===== src/rtl/slink_rx_train_ctrl.sv =====
// ---------------------------------------------------------------------------
// SlinkRxTrainCtrl : receive-side link training sequencer.
//
// Walks the RX lanes through block alignment, TS1/TS2/SDS detection and into
// ACTIVE. A wait that takes too long triggers a retry, with a bounded number
// of retries before the block parks in ERROR.
//
// Ports
//   clk           : single clock
//   reset         : asynchronous active-high reset (release synchronised here)
//   start         : level request to train; low returns the FSM to IDLE
//   active_lanes  : log2 of the required lane count (clamped to NUM_LANES)
//   rx_ts1_seen   : per-lane TS1 detect from the deskew datapath
//   rx_ts2_seen   : per-lane TS2 detect
//   rx_sds_seen   : per-lane SDS detect
//   align_enable  : enable to the align/deskew datapath
//   blockalign    : block-align search request (high throughout ALIGN)
//   train_state   : encoded FSM state
//   link_trained  : high only in ACTIVE
//   train_error   : high only in ERROR
//   retry_count   : retries taken in the current attempt
// ---------------------------------------------------------------------------
module slink_rx_train_ctrl #(
    parameter int NUM_LANES      = 4,
    parameter int BA_CYCLES      = 64,
    parameter int TIMEOUT_CYCLES = 4096,
    parameter int MAX_RETRY      = 3,
    localparam int RW            = (MAX_RETRY > 0) ? $clog2(MAX_RETRY + 1) : 1
) (
    input  logic                 clk,
    input  logic                 reset,
    input  logic                 start,
    input  logic [2:0]           active_lanes,
    input  logic [NUM_LANES-1:0] rx_ts1_seen,
    input  logic [NUM_LANES-1:0] rx_ts2_seen,
    input  logic [NUM_LANES-1:0] rx_sds_seen,
    output logic                 align_enable,
    output logic                 blockalign,
    output logic [2:0]           train_state,
    output logic                 link_trained,
    output logic                 train_error,
    output logic [RW-1:0]        retry_count
);

    localparam int RETRY_CYCLES = 4;
    localparam int CNT_MAX0     = (BA_CYCLES > TIMEOUT_CYCLES) ? BA_CYCLES : TIMEOUT_CYCLES;
    localparam int CNT_MAX      = (CNT_MAX0 > RETRY_CYCLES) ? CNT_MAX0 : RETRY_CYCLES;
    localparam int CW           = $clog2(CNT_MAX + 1);

    localparam logic [CW-1:0] BA_LAST      = CW'(BA_CYCLES - 1);
    localparam logic [CW-1:0] TIMEOUT_LAST = CW'(TIMEOUT_CYCLES - 1);
    localparam logic [CW-1:0] RETRY_LAST   = CW'(RETRY_CYCLES - 1);
    localparam logic [RW-1:0] RETRY_LIMIT  = RW'(MAX_RETRY);

    typedef enum logic [2:0] {
        ST_IDLE     = 3'd0,
        ST_ALIGN    = 3'd1,
        ST_WAIT_TS1 = 3'd2,
        ST_WAIT_TS2 = 3'd3,
        ST_WAIT_SDS = 3'd4,
        ST_ACTIVE   = 3'd5,
        ST_RETRY    = 3'd6,
        ST_ERROR    = 3'd7
    } state_e;

    state_e                 state_q, state_d;
    logic [CW-1:0]          cnt_q, cnt_d;
    logic [RW-1:0]          retry_q, retry_d;
    logic [NUM_LANES-1:0]   mask_q, mask_d;
    logic [1:0]             sync_q;
    logic                   rstHold;
    logic                   timeoutHit;
    logic                   ts1AllSeen, ts2AllSeen, sdsAllSeen;

    // Two-flop release synchroniser: assertion is immediate, release is seen
    // by the FSM only after two clean edges.
    always_ff @(posedge clk or posedge reset) begin
        if (reset) begin
            sync_q <= 2'b11;
        end else begin
            sync_q <= {sync_q[0], 1'b0};
        end
    end

    assign rstHold = sync_q[1];

    // Lane i is required when i < 2**active_lanes; lanes past NUM_LANES simply
    // do not exist, which gives the clamp for free.
    always_comb begin
        mask_d = '0;
        for (int i = 0; i < NUM_LANES; i++) begin
            mask_d[i] = (i < (1 << active_lanes));
        end
    end

    assign ts1AllSeen = ((rx_ts1_seen & mask_q) == mask_q);
    assign ts2AllSeen = ((rx_ts2_seen & mask_q) == mask_q);
    assign sdsAllSeen = ((rx_sds_seen & mask_q) == mask_q);

    // State register. The lane mask is registered so a change of
    // active_lanes lands one cycle later and never moves the FSM by itself.
    always_ff @(posedge clk or posedge reset) begin
        if (reset) begin
            state_q <= ST_IDLE;
            cnt_q   <= '0;
            retry_q <= '0;
            mask_q  <= '1;
        end else begin
            mask_q <= mask_d;
            if (rstHold) begin
                state_q <= ST_IDLE;
                cnt_q   <= '0;
                retry_q <= '0;
            end else begin
                state_q <= state_d;
                cnt_q   <= cnt_d;
                retry_q <= retry_d;
            end
        end
    end

    // Next-state logic. In the wait states the exit condition is checked
    // before the timeout, so an exit on the last allowed cycle still wins.
    always_comb begin
        state_d    = state_q;
        timeoutHit = 1'b0;
        case (state_q)
            ST_IDLE:     state_d = ST_ALIGN;
            ST_ALIGN:    if (cnt_q == BA_LAST) state_d = ST_WAIT_TS1;
            ST_WAIT_TS1: begin
                if (ts1AllSeen)                  state_d    = ST_WAIT_TS2;
                else if (cnt_q == TIMEOUT_LAST)  timeoutHit = 1'b1;
            end
            ST_WAIT_TS2: begin
                if (ts2AllSeen)                  state_d    = ST_WAIT_SDS;
                else if (cnt_q == TIMEOUT_LAST)  timeoutHit = 1'b1;
            end
            ST_WAIT_SDS: begin
                if (sdsAllSeen)                  state_d    = ST_ACTIVE;
                else if (cnt_q == TIMEOUT_LAST)  timeoutHit = 1'b1;
            end
            ST_RETRY:    if (cnt_q == RETRY_LAST) state_d = ST_ALIGN;
            ST_ACTIVE:   state_d = ST_ACTIVE;
            ST_ERROR:    state_d = ST_ERROR;
            default:     state_d = ST_IDLE;
        endcase

        if (timeoutHit) begin
            state_d = (retry_q < RETRY_LIMIT) ? ST_RETRY : ST_ERROR;
        end

        if (!start) begin
            state_d = ST_IDLE;
        end

        // Any stay in IDLE (or entry to it) starts the next attempt from zero.
        retry_d = retry_q;
        if ((state_d == ST_IDLE) || (state_q == ST_IDLE)) begin
            retry_d = '0;
        end else if (timeoutHit && (retry_q < RETRY_LIMIT)) begin
            retry_d = retry_q + 1'b1;
        end

        // One shared wait counter, cleared on every state change.
        if (state_d != state_q) begin
            cnt_d = '0;
        end else if (state_q inside {ST_ALIGN, ST_WAIT_TS1, ST_WAIT_TS2,
                                     ST_WAIT_SDS, ST_RETRY}) begin
            cnt_d = cnt_q + 1'b1;
        end else begin
            cnt_d = '0;
        end
    end

    // Outputs are pure decodes of registered state.
    always_comb begin
        align_enable = 1'b0;
        blockalign   = 1'b0;
        link_trained = 1'b0;
        train_error  = 1'b0;
        case (state_q)
            ST_ALIGN: begin
                align_enable = 1'b1;
                blockalign   = 1'b1;
            end
            ST_WAIT_TS1, ST_WAIT_TS2, ST_WAIT_SDS: align_enable = 1'b1;
            ST_ACTIVE: begin
                align_enable = 1'b1;
                link_trained = 1'b1;
            end
            ST_ERROR:  train_error = 1'b1;
            default:   align_enable = 1'b0;
        endcase
    end

    assign train_state = state_q;
    assign retry_count = retry_q;

endmodule

===== config.mk =====
export PLATFORM = sky130hd
export DESIGN_NAME = slink_rx_train_ctrl
export DESIGN_NICKNAME = d
export VERILOG_FILES = /design/src/rtl/slink_rx_train_ctrl.sv
export SDC_FILE = /design/constraint.sdc
export NUM_CORES = 1
export LEC_CHECK = 0
export CORE_AREA = 4 4 76 78
export CTS_BUF_LIST = sky130_fd_sc_hd__clkbuf_8
export DETAILED_ROUTE_END_ITERATION = 10
export DIE_AREA = 0 0 80 82
export GPL_ROUTABILITY_DRIVEN = 0
export SLEW_MARGIN = 20
export SYNTH_ARGS = -nofsm -noshare
export SYNTH_HDL_FRONTEND = slang
export SYNTH_SLANG_ARGS = --single-unit

===== constraint.sdc =====
create_clock -name clk -period 2.4 [get_ports clk]
set_clock_uncertainty 0.15 [all_clocks]
set_input_delay 0.36 -clock clk [delete_from_list [all_inputs] [get_ports clk]]
set_output_delay 0.36 -clock clk [all_outputs]
set_load 0.01 [all_outputs]

==> metrics.log, run 1 <==
[metrics] outcome: finished, violations left
[metrics] violated checks: setup timing
[metrics] biggest area consumer among synthesized cells: dfrtp_1
[metrics] Syn Std Cell Area: 0.00150 mm2
[metrics] synthesized-area fraction occupied by xor and xnor cells: 0.0701
[metrics] routed wire length per instance: between 10 and 15 um
[metrics] ordered cell list for the critical path: or4_4 > nor4_4 > and2_2 > o21ai_2 > a2111oi_4 > buf_12 > nor4_1
[metrics] number of antenna violations at the first check in global routing: 0
[metrics] Via density: 4.79
[metrics] H-tree lvl count: 1
[metrics] PortBufs: 26
[metrics] Mapped Avg Cell Area: slightly above 10 um2
[metrics] share of cells above drive strength 1: 0.380
[metrics] adder-cell area share of the yosys netlist: 0.0167
[metrics] Final Hold Vio Count: 0
[metrics] highest fanout seen on the critical path: 13
[metrics] area of the die: 0.00656 mm2
[metrics] maximum capacitance violations: 0
[metrics] number of storage elements in the synthesis netlist: 24
[metrics] largest net degree at the start of global routing: 25
[metrics] maximum buffer depth of the clock tree: 2
[metrics] critical path endpoint category: flop
[metrics] share of the cycle needed by the critical path after routing: 1.04
[metrics] Buf+Inv Stages, Crit Path: 1
[metrics] Inserted Clock Buffers: 3
[metrics] startpoint of the most critical hold path: sync_q[0]
[metrics] total wire length after detailed routing: approximately 3.7 mm
[metrics] Critical Path Start Type: flop
[metrics] Clk Tree Root Cell: clkbuf_8
[metrics] critical path data arrival time: between 2 and 2.5 ns
[metrics] highest attainable clock frequency: ~0.40 GHz
[metrics] count of unresolved DRC violations after routing: 0
[metrics] TritonCTS clock tree: built
[metrics] fraction of synthesis flops using an asynchronous set or reset pin: 1.00
[metrics] hold buffer count at CTS: 0
[metrics] total grt overflow: 0
[metrics] fraction of post-synthesis cell area in the top cell type by area: 0.300
[metrics] Area Overhead vs Synth: 50.3%
[metrics] RSZ-0062 raised after global routing: true
[metrics] static leakage: 0.886 nW
[metrics] antenna diode instance count: 0
[metrics] fill cell count: around 510
[metrics] simple-gate share of the synthesized area: 0.303
[metrics] first-pass GRT wire length: between 6 and 7 mm
[metrics] shortest clock period the worst path allows after layout: 2.50 ns
[metrics] die boundary width: 80 um
[metrics] First DRT Iteration DRCs: 65
[metrics] Placement Rows: 26
[metrics] crit-path leading delay family: simple AND/OR/NAND/NOR gates
[metrics] synthesized-area fraction occupied by ao, oa, aoi and oai cells: 0.149
[metrics] startpoint of the most critical setup path: cnt_q[8]
[metrics] core area: 0.00507 mm2
[metrics] clock transition at the register clock pins on the worst setup and hold paths after CTS: 0.09 ns
[metrics] remaining antenna violation count: 0
[metrics] DR pass1 iterations: 4
[metrics] type of the worst setup path: reg2reg
[metrics] latest clock arrival within the worst-skew pair: roughly 0.26 ns
[metrics] Total Nets Final: 229
[metrics] number of placed I/O pins: 27
[metrics] Yosys Warn Count: 0
[metrics] type of the tightest min-delay check: reg2reg
[metrics] Final Slew Violations: 0
[metrics] overall global routing resource usage: 0.120
[metrics] number of setup violations in the final report: 13
[metrics] slowest stage cell on the critical path: or4_4
[metrics] Pwr Total: 0.793 mW
[metrics] multiplexer fraction of the synthesized cell area: 0.00667
[metrics] Post-Synthesis Net Count: 168
[metrics] top post-synthesis cells by area: dfrtp_1 30%, dfstp_2 11%, nor4_1 5.4%
[metrics] sequential-to-total area share from yosys stat: 0.405
[metrics] longest individual stage delay on the worst path: about 0.57 ns
[metrics] worst vdd ir: 0.187 mV
[metrics] number of vias after detailed routing: 1331
[metrics] final cell utilization of the core: 0.444
[metrics] via count of the first global-routing pass: 1329
[metrics] Die Ht: 82 um
[metrics] launch instance of the worst register-to-register path: cnt_q[8]
[metrics] number of instances in the synthesized netlist: about 150
[metrics] Power per Cell Area: between 300 and 400 mW/mm2
[metrics] half-perimeter wire length after placement: 2.74 mm
[metrics] main combinational cell family by area after synthesis: simple AND/OR/NAND/NOR gates
[metrics] dominant synthesized flop cell: dfrtp_1
[metrics] final worst-path setup slack: -0.0971 ns
[metrics] minimum setup slack after placement: -0.509 ns
[metrics] Num Clock Sinks: 24
[metrics] worst endpoint required time: 2.40 ns
[metrics] Initial Utilization: 0.296
[metrics] number of enable-type register cells in the synthesized netlist: 0
[metrics] distinct cell type count of the synthesized netlist: 49
## repair_timing
item,CTS,global route
resized for setup,18,4
setup endpoints to repair,13,15
buffers inserted,1,0
endpoints found under the hold margin,0,0
pin swaps,2,2
## placed cells by master, fill, tap and decap left out, types with 3 or more instances in the layout
cell,count
buf_4,34
nor3_1,5
nand2b_1,11
nand2_1,7
nor4_4,3
clkdlybuf4s50_1,26
inv_1,5
xnor2_1,7
dfstp_2,6
nor2_1,11
xor2_1,5
nand3_1,7
nor4_1,3
o21ai_0,3
nor4_2,9
clkbuf_8,4
dfrtp_1,18
## routing by layer
metal	GRT usage	share of wire	up-vias	wire length (um)
li1	-	-	660	-
met2	0.224	0.53	22	1950
met4	0.0253	0.0041	0	15
met1	0.144	0.42	647	1550
met3	0.0219	0.039	2	141
met5	0	0	-	0
## where the power goes
part | leakage [nW] | internal, mW | switching, mW | total (mW)
clock | 0.0288 | 0.146 | 0.129 | 0.276
sequential | 0.314 | 0.414 | 0.00351 | 0.418
combinational | 0.544 | 0.0557 | 0.0437 | 0.0994
## state kept, by name, indices dropped and copies added, names as in the netlist
signal,count
cnt_q,13
mask_q,4
retry_count,2
sync_q,2
train_state,3
## metrics by stage
stage	cell area (um2)	setup TNS, ns	cells	hold WS, ns
final	2250	-1.14	278	0.210
after global routing	2250	-2.64	278	0.222
after global placement	2060	-5.94	273	0.197
after floorplan	1500	0	148	0.195
after CTS	2230	-1.09	278	0.212
after detailed placement	2060	-6.56	273	0.199
## layout make-up
class	instances	area, um2	share of cell area
Inverter	5	18.8	0.00832
Sequential cell	24	608	0.270
Tap cell	70	87.6	0.0388
Multi-Input combinational cell	113	930	0.412
Timing Repair Buffer	62	556	0.246
Clock buffer	4	55.1	0.0244
## cells by family (layout without fill, tap and decap cells)
logic type,Yosys count,after routing
AND/OR/NAND/NOR,73,73
flip-flops,24,24
AO/OA/AOI/OAI,23,23
XOR/XNOR,12,12
buffers and inverters,11,71
adder cells (fa/ha/maj),2,2
other,2,2
multiplexers,1,1
## cell usage after synthesis, types with 2 or more instances
master	count
a221oi_1	2
and3_1	2
buf_2	2
buf_6	3
conb_1	2
dfrtp_1	18
dfstp_2	6
ha_1	2
inv_1	5
nand2_1	7
nand2b_1	11
nand3_1	7
nor2_1	11
nor3_1	5
nor4_1	13
nor4_4	2
nor4b_1	2
o2111ai_1	2
o21a_1	2
o21ai_0	3
or2_2	2
or4b_1	2
xnor2_1	7
xor2_1	5
## worst paths after layout
check	endpoint	slack, ns	cells after the start
max in group asynchronous	mask_q[0]	1.53	3
min	sync_q[1]	0.21	0
max	cnt_q[0]	-0.1	7
max reg2reg	cnt_q[0]	-0.1	7
min in group asynchronous	cnt_q[5]	0.28	3
min reg2reg	sync_q[1]	0.21	0
Note: power is estimated with default switching activity, not from simulation.
==> run 2, diff against run 1 <==
CORE_AREA = 2 2 74 76   (was 4 4 76 78)
DIE_AREA = 0 0 76 78   (was 0 0 80 82)
MAX_ROUTING_LAYER = met4   (was default)
==> run 2 against run 1 <==
- sequential cell count stayed put
- critical path type unchanged
- the flow still finishes with violations (setup timing)
- clock-buffer cell count shrank 1
- register-to-register slack improved by 0.04 ns
- highest routed layer unchanged
==> metrics.log, run 2 (synthesis results as in run 1) <==
[metrics] outcome: finished, violations left
[metrics] violated checks: setup timing
[metrics] endpoint of the worst-slack reg-to-reg timing path: cnt_q[0]
[metrics] half-perimeter wire length after placement: 2.54 mm (-7.3%)
[metrics] maximum capacitance violations: 0 (unchanged)
[metrics] DR pass1 iterations: 4 (unchanged)
[metrics] highest attainable clock frequency: 0.407 GHz (+1.6%)
[metrics] Initial Utilization: 0.298 (+0.00191)
[metrics] setup total negative slack: -0.648 ns (+0.495 ns)
[metrics] via count of the first global-routing pass: 1420 (+6.8%)
[metrics] Via density: 4.71 (-1.6%)
[metrics] type of the tightest min-delay check: reg2reg
[metrics] number of cell instances on the worst register-to-register path: 7 (unchanged)
[metrics] latest clock arrival within the worst-skew pair: 0.27 ns (about the same)
[metrics] Area Overhead vs Synth: 51.0%
[metrics] clock transition at the register clock pins on the worst setup and hold paths after CTS: 0.09 ns (about the same)
[metrics] routed wire length per instance: 12.6 um (-4.4%)
[metrics] TritonCTS clock tree: built
[metrics] Die Ht: 78 um (-4.9%)
[metrics] count of unresolved DRC violations after routing: 0 (unchanged)
[metrics] H-tree lvl count: 1 (unchanged)
[metrics] share of the cycle needed by the critical path after routing: 1.02 (-0.0166)
[metrics] PortBufs: 26 (unchanged)
[metrics] commonest non-fill, non-tap cell in the layout: buf_4
[metrics] critical path endpoint category: flop
[metrics] Final Hold Vio Count: 0 (unchanged)
[metrics] flip-flop count of the largest register after layout: 13 (unchanged)
[metrics] type of the worst setup path: reg2reg
[metrics] fill cell count: 495 (-2.4%)
[metrics] number of vias after detailed routing: 1295 (-2.7%)
[metrics] static leakage: 0.872 nW (-1.6%)
[metrics] Power per Cell Area: 337 mW/mm2 (-4.1%)
[metrics] share of cells above drive strength 1: 0.376 (-0.00420)
[metrics] RSZ-0062 raised after global routing: true
[metrics] highest-count cells in the layout ignoring fill and taps: 31 x buf_4, 26 x clkdlybuf4s50_1, 18 x dfrtp_1, 11 x nor2_1, 11 x nand2b_1
[metrics] core area: 0.00504 mm2 (-0.64%)
[metrics] final cell utilization of the core: 0.449 (+0.00485)
[metrics] First DRT Iteration DRCs: 47 (-28%)
[metrics] worst endpoint required time: 2.40 ns (about the same)
[metrics] number of antenna violations at the first check in global routing: 0 (unchanged)
[metrics] Critical Path Start Type: flop
[metrics] Num Clock Sinks: 24 (unchanged)
[metrics] startpoint of the most critical hold path: sync_q[0]
[metrics] number of placed I/O pins: 27 (unchanged)
[metrics] critical path data arrival time: 2.46 ns (-0.03 ns)
[metrics] first-pass GRT wire length: 6.36 mm (+2.3%)
[metrics] overall global routing resource usage: 0.135 (+0.0146)
[metrics] register-to-register path setup slack: -0.06 ns (+0.04 ns)
[metrics] Clk Tree Root Cell: clkbuf_8
[metrics] shortest clock period the worst path allows after layout: 2.46 ns (-0.0398 ns)
[metrics] endpoint with the worst hold slack: sync_q[1]
[metrics] number of setup violations in the final report: 13 (unchanged)
[metrics] Total Nets Final: 226 (-1.3%)
[metrics] Pwr Total: 0.764 mW (-3.7%)
[metrics] total wire length after detailed routing: 3.46 mm (-5.5%)
[metrics] highest fanout seen on the critical path: 13 (unchanged)
[metrics] antenna diode instance count: 0 (unchanged)
[metrics] number of stages on the worst hold path: 0 (unchanged)
[metrics] largest net degree at the start of global routing: 25 (unchanged)
[metrics] worst vdd ir: 0.151 mV (-19%)
[metrics] final worst-path setup slack: -0.0573 ns (+0.0398 ns)
[metrics] register name with the most flops: cnt_q
[metrics] launch instance of the worst register-to-register path: cnt_q[8]
[metrics] hold buffer count at CTS: 0 (unchanged)
[metrics] Final Slew Violations: 0 (unchanged)
[metrics] area of the die: 0.00593 mm2 (-9.6%)
[metrics] worst hold slack after final layout: 0.210 ns (+0.000256 ns)
[metrics] total grt overflow: 0 (unchanged)
[metrics] die boundary width: 76 um (-5.0%)
[metrics] remaining antenna violation count: 0 (unchanged)
[metrics] Placement Rows: 26 (unchanged)
[metrics] Inserted Clock Buffers: 3 (unchanged)
[metrics] maximum buffer depth of the clock tree: 2 (unchanged)
-- run 2: changes by cell type in the layout (fill, tap and decap cells not counted), sizes merged --
cell    before  now
buf         36   33
clkbuf       4    3
inv          5    6
-- run 2: area by class of cell --
class,count,area [um2],area share
Sequential cell,24,608,0.269
Tap cell,70,87.6,0.0387
Multi-Input combinational cell,113,972,0.429
Inverter,5,18.8,0.00829
Timing Repair Buffer,59,533,0.235
Clock buffer,3,41.3,0.0182
Clock inverter,1,3.75,0.00166
-- run 2: worst max path at each step --
stage / start / end / slack [ns] / cells after the start
4_1_cts: cnt_q[8] / cnt_q[7] / -0.06 / 7
3_3_place_gp: rx_sds_seen[3] / cnt_q[2] / -0.41 / 8
5_1_grt: cnt_q[8] / cnt_q[0] / -0.15 / 7
2_1_floorplan: cnt_q[8] / cnt_q[10] / 0.02 / 7
6_report: cnt_q[8] / cnt_q[0] / -0.06 / 7
3_5_place_dp: rx_ts2_seen[0] / cnt_q[8] / -0.45 / 8
-- run 2: repair_timing --
item,CTS,global route
pin swaps,2,1
resized for setup,22,7
endpoints found under the setup margin,13,13
setup buffers,1,0
-- run 2: routing by layer --
metal	global-route usage	vias up	routed length (um)
li1	-	653	-
met1	0.154	621	1510
met4	0.0473	0	17
met2	0.238	17	1830
met3	0.0256	4	102
met5	-	-	0
-- run 2: power by group --
| part | switching, mW | internal [mW] |
|---|---|---|
| clock | 0.131 | 0.114 |
| combinational | 0.0446 | 0.0556 |
| sequential | 0.00397 | 0.414 |
| total | 0.179 | 0.584 |
-- run 2: worst max-delay path, cell delays in order (launching register included) --
cell       delay, ns
dfrtp_1         0.39
or4_4           0.58
nor4_4          0.30
and2_4          0.21
o21ai_4         0.07
a2111oi_4       0.36
buf_12          0.21
nor4_2          0.06
-- run 2: per-stage QoR --
step | cells | setup WS, ns | instance area (um2)
after CTS | 275 | -0.0603 | 2220
after global routing | 275 | -0.152 | 2260
after floorplan | 148 | 0.0242 | 1500
after detailed placement | 270 | -0.450 | 2040
final | 275 | -0.0573 | 2260
after global placement | 270 | -0.414 | 2040
